--- config.mk ---
export PLATFORM = sky130hd
export DESIGN_NAME = display_scan_mux
export DESIGN_NICKNAME = d
export VERILOG_FILES = /design/src/rtl/display_scan_mux.sv
export SDC_FILE = /design/constraint.sdc
export NUM_CORES = 1
export LEC_CHECK = 0
export CORE_ASPECT_RATIO = 1.4
export CORE_MARGIN = 10
export CORE_UTILIZATION = 50
export DETAILED_ROUTE_END_ITERATION = 12
export GPL_TIMING_DRIVEN = 0
export PLACE_DENSITY = 0.79
export SYNTH_ARGS = -nofsm -noshare
export SYNTH_HDL_FRONTEND = slang
export SYNTH_SLANG_ARGS = --single-unit
--- constraint.sdc ---
create_clock -name clk -period 3.4 [get_ports clk]
set_input_delay 0.51 -clock clk [delete_from_list [all_inputs] [get_ports clk]]
set_output_delay 0.51 -clock clk [all_outputs]
set_load 0.01 [all_outputs]
--- src/rtl/display_scan_mux.sv ---
// Time-multiplexed digit scanner: walks a select index across N_DIGITS at a
// prescaled rate, driving a registered digit code and a one-hot anode enable.
module display_scan_mux #(
    parameter int N_DIGITS   = 8,
    parameter int NIB_W      = 4,
    parameter int TICK_DIV   = 100000,
    parameter int ACTIVE_LOW = 1
) (
    input  logic                                              clk,
    input  logic                                              reset,
    input  logic [N_DIGITS*NIB_W-1:0]                         digits,
    input  logic [N_DIGITS-1:0]                               blank,
    input  logic                                              load,
    output logic [((N_DIGITS > 1) ? $clog2(N_DIGITS) : 1)-1:0] sel,
    output logic [NIB_W-1:0]                                  digit_out,
    output logic [N_DIGITS-1:0]                               anode,
    output logic                                              frame_done
);

    localparam int SEL_W = (N_DIGITS > 1) ? $clog2(N_DIGITS) : 1;
    localparam int CNT_W = (TICK_DIV > 1) ? $clog2(TICK_DIV) : 1;
    localparam logic [CNT_W-1:0] CNT_LAST = CNT_W'(TICK_DIV - 1);
    localparam logic [SEL_W-1:0] SEL_LAST = SEL_W'(N_DIGITS - 1);
    localparam logic [N_DIGITS-1:0] ANODE_OFF =
        (ACTIVE_LOW != 0) ? {N_DIGITS{1'b1}} : {N_DIGITS{1'b0}};

    logic [CNT_W-1:0]    presc_reg;
    logic                tick;
    logic [SEL_W-1:0]    sel_reg;
    logic [NIB_W-1:0]    shadow_reg [N_DIGITS];
    logic [NIB_W-1:0]    digit_out_reg;
    logic [N_DIGITS-1:0] anode_reg;
    logic [N_DIGITS-1:0] anode_next;
    logic                frame_done_reg;

    // With TICK_DIV = 1 the counter sits at 0 == CNT_LAST, so tick is constant.
    assign tick = (presc_reg == CNT_LAST);

    always_ff @(posedge clk) begin
        if (reset) begin
            presc_reg <= '0;
        end else if (tick) begin
            presc_reg <= '0;
        end else begin
            presc_reg <= presc_reg + 1'b1;
        end
    end

    always_ff @(posedge clk) begin
        if (reset) begin
            sel_reg        <= '0;
            frame_done_reg <= 1'b0;
        end else begin
            frame_done_reg <= tick && (sel_reg == SEL_LAST);
            if (tick) begin
                sel_reg <= (sel_reg == SEL_LAST) ? '0 : sel_reg + 1'b1;
            end
        end
    end

    always_ff @(posedge clk) begin
        if (reset) begin
            for (int i = 0; i < N_DIGITS; i++) begin
                shadow_reg[i] <= '0;
            end
        end else if (load) begin
            for (int i = 0; i < N_DIGITS; i++) begin
                shadow_reg[i] <= digits[i*NIB_W +: NIB_W];
            end
        end
    end

    // Blank is applied live here; it never touches the code path.
    generate
        for (genvar gi = 0; gi < N_DIGITS; gi++) begin : g_anode
            logic lit;
            assign lit            = (sel_reg == SEL_W'(gi)) && !blank[gi];
            assign anode_next[gi] = (ACTIVE_LOW != 0) ? ~lit : lit;
        end
    endgenerate

    always_ff @(posedge clk) begin
        if (reset) begin
            digit_out_reg <= '0;
            anode_reg     <= ANODE_OFF;
        end else begin
            digit_out_reg <= shadow_reg[sel_reg];
            anode_reg     <= anode_next;
        end
    end

    assign sel        = sel_reg;
    assign digit_out  = digit_out_reg;
    assign anode      = anode_reg;
    assign frame_done = frame_done_reg;

endmodule

==> flow_summary.toml <==
[global_route]
grt_max_degree = 33
grt_pass1_vias = 2046
antenna_found_initial = 0
grt_pass1_wl_um = 9839
grt_util_all_layers_pct = 13.69
gr-total-overflow = 0

[place]
portBuffers = 58
place_area_sq_mm = 0.003470
gp_congestion = 0.8564
dp_hpwl_um = 4321

[detailed_routing]
wl_met1_um = 2234
wl_um = 5901
wl_per_cell_um = 16.17
drt_iter0_drc = 84
wl_met2_um = 3167
ant_nets = 0
firstDrtPassIters = 4
wl_met3_um = 367
drc = 0
highest_layer = "met4"
routed_via_density = 5.134
via_count = 1874

[synth]
synth_fp_nets = 273
ys_seq_area_share_pct = 57.83
synth_common_cells = "dfxtp_1 (33), edfxtp_1 (32), and2_1 (24)"
ys_types = 44
postSynthAreaPerCell_sq_um = 12.57
postSynthCellCount = 223
synth-seq-cells = 65
yosys-top-cells-area = "edfxtp_1 (34%), dfxtp_1 (24%), mux4_2 (6.4%), and2_1 (5.4%), ha_1 (3.1%)"
netlist.area_leader.share_pct = 34.27
yosysTopAreaCell = "edfxtp_1"
synth_edf_count = 32
ys_async_sr_fraction_pct = 0
ys.flop_type = "dfxtp_1"
yosysMostFrequentCell = "dfxtp_1"
syn_area_sq_mm = 0.002804
yosysWarnings = 0

[worst_setup_path]
start_kind = "input pin"
crit_chain = "clkdlybuf4s50_1 > clkbuf_1 > or2_2"
crit_fanout = 32
critPathSlowestCell = "or2_2"
critPathKind = "in -> reg"
cp_data_arrival_time_ps = 2230
worstPathRequired_ps = 3360
worstSetupEndpointType = "register"
r2r-start = "presc_reg[0]$_SDFF_PP0_"
reg2reg_to = "presc_reg[4]$_SDFF_PP0_"
rrSetupSlack_ps = 1650
cp_slowest_stage_delay_ps = 670
reg2regPathDepth = 8

[cells_and_area]
largest_reg_flops = 32
drive_gt1_share_pct = 14.48
syn2layout_area_growth_pct = 33.07
finalInstanceArea_sq_mm = 0.003731
antenna_cells = 0
finalNetCount = 342

[min_path]
hp-start = "presc_reg[0]$_SDFF_PP0_"
hold_path_end = "presc_reg[0]$_SDFF_PP0_"
hold_depth = 1
hold_path_class = "reg -> reg"

[timing]
hold_viol = 0
maxSlewViolCount = 0
relSlewSlack_pct = 52.69
holdWs_ps = 466.5
tns_ps = 0
setup_viol = 0
tightest_slew_ps = 709.6
rsz0062_at_grt = "no"
period_share_pct = 66.53
min_period_ps = 2262
worst_clock_skew_ps = 6.706
fmax_mhz = 442.1

[floorplanning]
dieArea_sq_mm = 0.009046
std_cell_rows = 32
core_area_sq_mm = 0.005485
io_pins = 59
die_h_um = 108.6
start_util_pct = 51.12
chipWidth_um = 83.29

[clock_network]
clockBufferDepth = 2
path_clk_slew_ps = 70
cts_made_buffers = 9
clockRootBuffer = "clkbuf_8"
clock_sink_count = 65
postCtsSetupBuffers = 0
cts_tree = "yes"
clkLatencyLatePin_ps = 340
cts_max_level = 3
cts_resized = 0
postCtsHoldBufs = 0

[pwr]
ir_worst_vdd_mv = 0.3317
power_density_mw_per_mm2 = 479.3
p_leak_nw = 1.378

[outcome]
status = "finished, final reports clean"

[run]
max-cap-violations = 0
## through the flow
| step | worst slack, ps | utilization (%) | power [mW] | instances |
|---|---|---|---|---|
| 6_report | 1138 | 68.02 | 1.788 | 365 |
| 5_1_grt | 1025 | 68.02 | 1.847 | 365 |
| 4_1_cts | 1105 | 68.02 | 1.806 | 365 |
| 3_5_place_dp | 755.1 | 63.25 | 1.008 | 349 |
| 3_3_place_gp | 816.2 | 63.25 | 1.002 | 349 |
| 2_1_floorplan | 1747 | - | 0.9366 | 223 |
## power breakdown
group / internal (mW) / leakage (nW) / total, mW / switching [mW]
Clock: 0.511 / 0.134 / 0.797 / 0.286
Combinational: 0.0745 / 0.634 / 0.115 / 0.0402
Sequential: 0.863 / 0.610 / 0.876 / 0.0133
## logic make-up after synthesis
group	share of synthesized area, %
and+or+nand+nor	23.07
DFF	57.83
xor gates and xnor gates	4.061
AOI/OAI and AO/OA	2.365
adders and majority gates	3.123
muxes	6.426
buffers and inverters	3.123
## layout by cell type, fill, tap and decap left out, types with 2 or more instances in the layout
cell / Yosys / layout
a21oi_1: 7 / 7
a21oi_2: 2 / 2
and2_1: 24 / 24
and4_1: 2 / 2
buf_2: 2 / 2
clkbuf_1: 3 / 3
clkbuf_16: 0 / 3
clkbuf_8: 2 / 13
clkdlybuf4s50_1: 0 / 58
dfxtp_1: 33 / 33
edfxtp_1: 32 / 32
ha_1: 7 / 7
inv_1: 4 / 4
mux4_2: 8 / 8
nand2_1: 16 / 16
nand3_1: 7 / 7
nand3b_1: 4 / 4
nand4_1: 2 / 2
nor2_1: 19 / 19
nor2b_1: 9 / 9
or3_1: 2 / 2
or3b_1: 2 / 2
or4b_2: 2 / 2
xnor2_1: 6 / 6
xor2_1: 7 / 7
## layout make-up
type	instances	area [sq um]
fillers	399	1754
clock buffers	14	226.5
flip-flops and latches	65	1622
multi-input cells	144	1095
well taps	68	85.08
clock inverters	2	35.03
repair buffers	58	580.6
plain buffers	10	72.57
inverters	4	15.01
## worst max-delay path: cells and delay by family
kind / cells / cell delay (ps)
buffers and inverters: 2 / 1030
AND/OR/NAND/NOR: 1 / 670
## metal layers
layer,track usage (%),vias to the layer above
li1,-,922
met3,5.493,11
met1,13.11,890
met5,0,-
met2,24.61,51
met4,7.561,0
## worst max path at each step
stage,startpoint,endpoint
2_1_floorplan,reset,shadow_reg[0][0]$_SDFFCE_PN0P_
3_3_place_gp,reset,shadow_reg[2][3]$_SDFFCE_PN0P_
3_5_place_dp,reset,shadow_reg[0][3]$_SDFFCE_PN0P_
4_1_cts,reset,shadow_reg[5][3]$_SDFFCE_PN0P_
5_1_grt,reset,shadow_reg[5][1]$_SDFFCE_PN0P_
6_report,reset,shadow_reg[5][3]$_SDFFCE_PN0P_
Power figures use the tool's default switching activity.
